===== config.mk =====
export PLATFORM = sky130hd
export DESIGN_NAME = instr_fetch
export DESIGN_NICKNAME = d
export VERILOG_FILES = /design/src/rtl/instr_fetch.sv
export SDC_FILE = /design/constraint.sdc
export NUM_CORES = 1
export LEC_CHECK = 0
export BUFFER_PORTS_ARGS = -buffer_cell sky130_fd_sc_hd__buf_2
export CAP_MARGIN = 15
export CELL_PAD_IN_SITES_DETAIL_PLACEMENT = 0
export CELL_PAD_IN_SITES_GLOBAL_PLACEMENT = 1
export CORE_MARGIN = 2
export CORE_UTILIZATION = 42
export CTS_CLUSTER_SIZE = 16
export DETAILED_ROUTE_END_ITERATION = 12
export PLACE_DENSITY = 0.81
export SKIP_CTS_REPAIR_TIMING = 1
export SLEW_MARGIN = 10
export SYNTH_ARGS = -nofsm -noshare
export SYNTH_HDL_FRONTEND = slang
export SYNTH_SLANG_ARGS = --single-unit
export TNS_END_PERCENT = 50

===== constraint.sdc =====
create_clock -name clk -period 3.01 [get_ports clk]
set_input_delay 0.602 -clock clk [delete_from_list [all_inputs] [get_ports clk]]
set_output_delay 0.602 -clock clk [all_outputs]
set_load 0.1 [all_outputs]

===== src/rtl/instr_fetch.sv =====
// rtl/instr_fetch.sv - RV32I fetch stage: PC, credit-limited imem requests, instruction buffer, redirect flush.
module instr_fetch #(
   parameter logic [31:0] RESET_PC = 32'h0000_0000,
   parameter int unsigned DEPTH    = 2
) (
   input  logic        clk,
   input  logic        rst_n,
   output logic        imem_req_valid,
   input  logic        imem_req_ready,
   output logic [31:0] imem_req_addr,
   input  logic        imem_rsp_valid,
   input  logic [31:0] imem_rsp_data,
   output logic [31:0] instr,
   output logic [31:0] instr_pc,
   output logic        instr_valid,
   input  logic        instr_ready,
   input  logic        redirect,
   input  logic [31:0] redirect_pc,
   output logic        busy_flush
);
   localparam int unsigned AW = (DEPTH > 1) ? $clog2(DEPTH) : 1;
   localparam int unsigned CW = AW + 1;
   localparam logic [CW:0] DEPTH_W = (CW+1)'(DEPTH);

   typedef enum logic {FETCH = 1'b0, FLUSH = 1'b1} state_e;

   state_e        state_q;
   logic          run_q;
   logic [31:0]   pc_q;
   logic [CW-1:0] out_q;
   logic [CW-1:0] drop_q;
   logic [CW-1:0] occ_q;
   logic [AW-1:0] bwr_q;
   logic [AW-1:0] brd_q;
   logic [AW-1:0] pwr_q;
   logic [AW-1:0] prd_q;
   logic [31:0]   bdata_q [DEPTH];
   logic [31:0]   bpc_q   [DEPTH];
   logic [31:0]   pcf_q   [DEPTH];

   logic [CW:0]   inflight;
   logic [CW-1:0] drop_d;
   logic          req_fire;
   logic          rsp_take;
   logic          rsp_drop;
   logic          pop;
   logic          unused_rpc_bits;

   assign unused_rpc_bits = ^redirect_pc[1:0];

   // Credits count buffered words plus words still in flight, so a response always has a slot.
   assign inflight       = {1'b0, occ_q} + {1'b0, out_q};
   assign imem_req_valid = run_q && (state_q == FETCH) && !redirect && (inflight < DEPTH_W);
   assign imem_req_addr  = pc_q;
   assign req_fire       = imem_req_valid && imem_req_ready;
   assign rsp_take       = imem_rsp_valid && (state_q == FETCH) && (out_q != '0);
   assign rsp_drop       = imem_rsp_valid && (state_q == FLUSH) && (drop_q != '0);
   assign instr_valid    = (occ_q != '0);
   assign pop            = instr_valid && instr_ready;
   assign instr          = bdata_q[brd_q];
   assign instr_pc       = bpc_q[brd_q];
   assign busy_flush     = (state_q == FLUSH);

   always_comb begin
      drop_d = drop_q;
      if (state_q == FLUSH) begin
         drop_d = drop_q - CW'(rsp_drop);
      end else begin
         drop_d = out_q - CW'(rsp_take);
      end
   end

   always_ff @(posedge clk or negedge rst_n) begin
      if (!rst_n) begin
         state_q <= FETCH;
         run_q   <= 1'b0;
         pc_q    <= RESET_PC;
         out_q   <= '0;
         drop_q  <= '0;
         occ_q   <= '0;
         bwr_q   <= '0;
         brd_q   <= '0;
         pwr_q   <= '0;
         prd_q   <= '0;
         for (int i = 0; i < int'(DEPTH); i++) begin
            bdata_q[i] <= '0;
            bpc_q[i]   <= '0;
            pcf_q[i]   <= '0;
         end
      end else begin
         run_q <= 1'b1;
         if (redirect) begin
            // Everything in flight becomes stale; a response arriving now is already one of them.
            pc_q    <= {redirect_pc[31:2], 2'b00};
            occ_q   <= '0;
            bwr_q   <= '0;
            brd_q   <= '0;
            out_q   <= '0;
            pwr_q   <= '0;
            prd_q   <= '0;
            drop_q  <= drop_d;
            state_q <= (drop_d != '0) ? FLUSH : FETCH;
         end else begin
            if (req_fire) begin
               pc_q         <= pc_q + 32'd4;
               pcf_q[pwr_q] <= pc_q;
               pwr_q        <= pwr_q + 1'b1;
            end
            if (rsp_take) begin
               bdata_q[bwr_q] <= imem_rsp_data;
               bpc_q[bwr_q]   <= pcf_q[prd_q];
               bwr_q          <= bwr_q + 1'b1;
               prd_q          <= prd_q + 1'b1;
            end
            if (pop) begin
               brd_q <= brd_q + 1'b1;
            end
            out_q <= out_q + CW'(req_fire) - CW'(rsp_take);
            occ_q <= occ_q + CW'(rsp_take) - CW'(pop);
            if (state_q == FLUSH) begin
               drop_q <= drop_d;
               if (drop_d == '0) begin
                  state_q <= FETCH;
               end
            end
         end
      end
   end
endmodule


== Word-level counts from Yosys, hierarchy flattened ==
Index checks and enable logic that the tools add are counted.

* Register bits: 236
* Bits in latches: 0
* Memory bits (writable): 0
* Memory bits (read-only): 0
* Input port bits: 70
* Word-level logic and storage cells: 99
* Memories kept: 0

* Add/sub/neg operators: 12
* Multiply operators: 0
* Div/mod/pow operators: 0
* Order comparisons: 7
* Eq/ne operators: 0
* Shift operators: 0
* Multiplexer cells: 35
* Bitwise operators: 6
* Reduce and logical (&&, ||, !) cells: 23

{| class="wikitable"
|+ Operators by type and width
! operator !! number
|-
| 32-bit two-way mux || 13
|-
| 64-bit bitwise mux || 3
|-
| 32-bit demux with 1-bit select || 2
|-
| 32-bit by 3-bit adder with 32-bit output, second input constant || 1
|-
| 2-bit nonzero test || 8
|-
| 1-bit two-way mux || 12
|-
| 1-bit logical AND || 11
|-
| 2-bit two-way mux || 5
|-
| 2-bit >= comparator, second input constant || 4
|-
| 1-bit NOT with 2-bit output || 4
|-
| 2-bit by 1-bit subtractor with 2-bit output || 4
|-
| 1-bit adder, second input constant || 4
|-
| 2-bit by 1-bit adder with 2-bit output || 2
|-
| 2-bit by 1-bit < comparator with 1-bit output, second input constant || 2
|-
| 2-bit AND reduction || 2
|-
| 2-bit by 2-bit adder with 3-bit output || 1
|-
| 3-bit by 2-bit < comparator with 1-bit output, second input constant || 1
|-
| 2-bit zero test || 1
|-
| 1-bit NOT || 2
|-
| 1-bit zero test || 1
|}

== Depth between registers and ports, before layout ==
* Depth after elaboration: 9
* Mapped depth: 12
* Gate-level depth less buffers: 10

== Worst setup path after synthesis ==
No wires, ideal clock.

* Kind: reg-to-output
* Start point: register out_q[0]
* End point: output imem_req_valid
* Arrival: 4.411 ns
* Data required time: 2.408 ns
* Path slack: -2.003 ns
* Stages on the path, launching flop included: 6
* Buffers on the path: 1
* Path through: dfrtp_1 and2_1 fa_1 or2_1 buf_2 nor4b_1

* Word-level cells in the longest chain between the ends: 3

{| class="wikitable"
|+ RTL lines
! what !! line !! source
|-
| start, declared || 30 || <nowiki>logic [CW-1:0] out_q;</nowiki>
|-
| start signal, assigned || 118 || <nowiki>out_q <= out_q + CW'(req_fire) - CW'(rsp_take);</nowiki>
|-
| 2-bit by 2-bit adder with 3-bit output || 52 || <nowiki>assign inflight = {1'b0, occ_q} + {1'b0, out_q};</nowiki>
|-
| 3-bit by 2-bit < comparator with 1-bit output || 53 || <nowiki>assign imem_req_valid = run_q && (state_q == FETCH) && !redirect && (inflight < DEPTH_W);</nowiki>
|-
| 1-bit logical AND || 53 ||
|-
| end, declared || 8 || <nowiki>output logic imem_req_valid,</nowiki>
|}

Every way passes these cells.

== Worst setup path after layout ==
Ends and elaborated chain as after synthesis.

==> impl_metrics.yaml <==
outcome:
  status: "complete, no violations"
drt:
  route.vias.total: 7045
  antenna_left: 0
  avgViaCountPerCell: 5.23
  violation_count_after_the_first_detailed_routing_iteration: 363
  routedWlPerCell_um: 17.0
  overall_routed_net_length_um: 23000
  dr.pass1.iters: 5
  detail_route.drc_violations: 0
worst_setup_path:
  worstSetupStartpointType: "register"
  maximum_fanout_along_the_worst_path: 3
  worstSetupEndpointType: "output port"
  crit_arrival_ps: 2340
  worst_ep_required_time_ps: 2410
  timing.reg2reg.setup_slack_ps: 270
  crit_type: "register to output port"
sta:
  finalSetupTns_ps: 0
  final_period_minus_worst_setup_slack_ps: 2950
  finalWorstSetupSlack_ps: 64.6
  finalHoldWorstSlack_ps: 59.0
  max_clock_skew_ps: 26.0
  worst-slew-pin-transition_ps: 858
  fmax_mhz: 340
  max_slew_margin: 0.426
  layout_worst_path_cycle_share: 0.979
  final_hold_viol_count: 0
  setup_violations: 0
  rsz_0062_raised_after_global_routing: "true"
  timing_max_transition_violations_final: 0
layout:
  fin_nets: 1084
  layout-area-overhead-vs-synth_pct: 20.9
  regArea_mm2: 0.00566
  multiInputGateArea_mm2: 0.00433
  post_layout_nonfiller_instances: 1348
  proportion_of_layout_cells_with_a_drive_suffix_above_1: 0.414
  nFillCells: 2201
  n_antenna_cell: 0
floorplanning:
  die_area_mm2: 0.0257
  die_width_um: 160
  std_cell_rows: 57
  die_height_um: 160
  core-area_mm2: 0.0241
  io-pin-count: 169
  effective_utilization_at_floorplan: 0.425
clocking:
  ctsRootBufferMaster: "sky130_fd_sc_hd__clkbuf_16"
  cts_htree_levels: 1
  tritoncts_clock_tree: "yes"
  path_clk_slew_ps: 60
  number_of_clock_sinks: 226
  cts_buffer_depth: 3
  cts_buffers: 26
  clkLatencyLatePin_ps: 540
synthesis:
  synth-async-reset-ratio: 1.00
  ys_ff_latch: 226
  netlist_instances: 844
  post_synth.cell_area_avg_um2: 12.1
  yosys_warnings: 0
  ys_dominant_reg_cell: "sky130_fd_sc_hd__dfrtp_1"
  synth.yosys.seq_area_share: 0.552
  synth_cell_types: 58
  synthesis.area_mm2: 0.0102
  synth-edff-count: 0
placed_design:
  setup_slack_after_placement_ps: 316
  hpwl_reported_at_the_end_of_detailed_placement_um: 15200
  port_buffers: 162
  globalplace.congestion: 0.832
  place.detailed.instances: 1298
min_path:
  holdCritPathClass: "input port to async pin"
flow_run:
  maxCapViolCount: 0
grt:
  globalRoute.totalOverflow: 0
  grt_start_max_net_pins: 93
  grt.total_usage: 0.181
  antenna_violations_before_repair: 0
  global_route_wire_length_before_repair_um: 37700
  grt_pass1_vias: 6947
[logic make-up (layout without fill, tap and decap cells)]
group                      after synthesis  after routing  share of synthesized area
DFF                                    226            226                      0.552
muxes                                  215            215                      0.233
and+or+nand+nor                        198            198                     0.0968
AOI/OAI and AO/OA                      106            106                     0.0589
buffers and inverters                   67            244                     0.0295
xor gates and xnor gates                22             22                     0.0188
adders and majority gates                8              8                     0.0105
other                                    2              5                   0.000733
[sequential cells by signal (all words and copies together) (netlist names), 2 cells and up]
signal	cells
occ_q	2
bdata_q	64
bpc_q	60
pcf_q	60
out_q	2
drop_q	2
imem_req_addr	30
[synth_stat cells, drive strengths merged (2+ instances only)]
| library cell | count | area [µm²] |
|---|---|---|
| inv | 13 | 48.8 |
| o31ai | 2 | 15.0 |
| nor4 | 5 | 58.8 |
| a221o | 2 | 20.0 |
| o311ai | 2 | 17.5 |
| or3 | 6 | 37.5 |
| buf | 40 | 200 |
| conb | 2 | 7.51 |
| a22oi | 4 | 30.0 |
| a21oi | 60 | 300 |
| xnor2 | 10 | 87.6 |
| and4 | 2 | 17.5 |
| nand2 | 43 | 161 |
| ha | 7 | 87.6 |
| nor2 | 76 | 293 |
| a31oi | 2 | 12.5 |
| o211ai | 5 | 37.5 |
| nand4 | 15 | 109 |
| mux2 | 184 | 2080 |
| dfrtp | 226 | 5660 |
| or4 | 3 | 26.3 |
| or2 | 3 | 18.8 |
| nor3 | 11 | 60.1 |
| mux2i | 31 | 310 |
| nand3 | 16 | 85.1 |
| xor2 | 12 | 105 |
| clkbuf | 14 | 53.8 |
| a21o | 2 | 15.0 |
| a22o | 3 | 26.3 |
| o21ai | 22 | 110 |
| nor2b | 3 | 18.8 |
| and2 | 2 | 12.5 |
| and3 | 7 | 43.8 |
[cell type report]
class                      count  area share
sequential                   226       0.457
multi-input combinational    554       0.350
timing repair buffer         185      0.0885
clock buffer                  34      0.0598
tap                          324      0.0327
clock inverter                12     0.00889
inverter                      13     0.00394
[placed cells by master (no fill, tap or decap), types with 3 or more instances in the layout]
cell type                   count
sky130_fd_sc_hd__clkbuf_16     26
sky130_fd_sc_hd__o21ai_1        6
sky130_fd_sc_hd__dfrtp_1      225
sky130_fd_sc_hd__a21oi_1       60
sky130_fd_sc_hd__o21ai_0       16
sky130_fd_sc_hd__conb_1         5
sky130_fd_sc_hd__nand3_1       15
sky130_fd_sc_hd__nor3_1         9
sky130_fd_sc_hd__a22oi_1        4
sky130_fd_sc_hd__and3_1         7
sky130_fd_sc_hd__xor2_1        12
sky130_fd_sc_hd__mux2i_1       31
sky130_fd_sc_hd__a22o_1         3
sky130_fd_sc_hd__clkbuf_8       6
sky130_fd_sc_hd__nand4_1       14
sky130_fd_sc_hd__nand2_1       43
sky130_fd_sc_hd__buf_4         16
sky130_fd_sc_hd__inv_1         12
sky130_fd_sc_hd__buf_2        160
sky130_fd_sc_hd__nor2_1        74
sky130_fd_sc_hd__buf_12         8
sky130_fd_sc_hd__mux2_1         8
sky130_fd_sc_hd__xnor2_1       10
sky130_fd_sc_hd__mux2_2       175
sky130_fd_sc_hd__nor2b_1        3
sky130_fd_sc_hd__o211ai_1       5
sky130_fd_sc_hd__ha_1           7
sky130_fd_sc_hd__or3_1          6
sky130_fd_sc_hd__clkinv_2       6
[final timing paths]
path,startpoint,end,cells after the start
max,out_q[0]$_DFF_PN0_,imem_req_valid,5
max in group asynchronous,rst_n,bpc_q[19]$_DFFE_PN0P_,2
min in group clk,redirect_pc[8],imem_req_addr[8]$_DFFE_PN0P_,3
min reg2reg,bdata_q[24]$_DFFE_PN0P_,bdata_q[24]$_DFFE_PN0P_,1
max reg2reg,out_q[0]$_DFF_PN0_,imem_req_addr[25]$_DFFE_PN0P_,10
min,rst_n,bdata_q[45]$_DFFE_PN0P_,1
[worst max-delay path, stage by stage (launching register included)]
cell	delay (ps)
sky130_fd_sc_hd__dfrtp_1	390
sky130_fd_sc_hd__and2_4	160
sky130_fd_sc_hd__fa_1	430
sky130_fd_sc_hd__or2_4	290
sky130_fd_sc_hd__nor4b_4	320
sky130_fd_sc_hd__buf_12	210
[through the flow]
step	utilization	cell area, µm²
final	0.514	12400
after global placement	0.477	11500
after detailed placement	0.477	11500
after CTS	0.513	12400
after global routing	0.514	12400
after floorplan	-	10300
[per-layer routing]
layer / vias to the layer above / part of all wire / GRT usage
met5: - / 0 / 0
li1: 3302 / - / -
met2: 213 / 0.44 / 0.274
met1: 3496 / 0.48 / 0.270
met4: 0 / 0.023 / 0.0442
met3: 34 / 0.061 / 0.0332
Power is left out: the tool's default activity adds up to more than one toggle a clock period on the data nets, which glitch-free logic cannot reach.
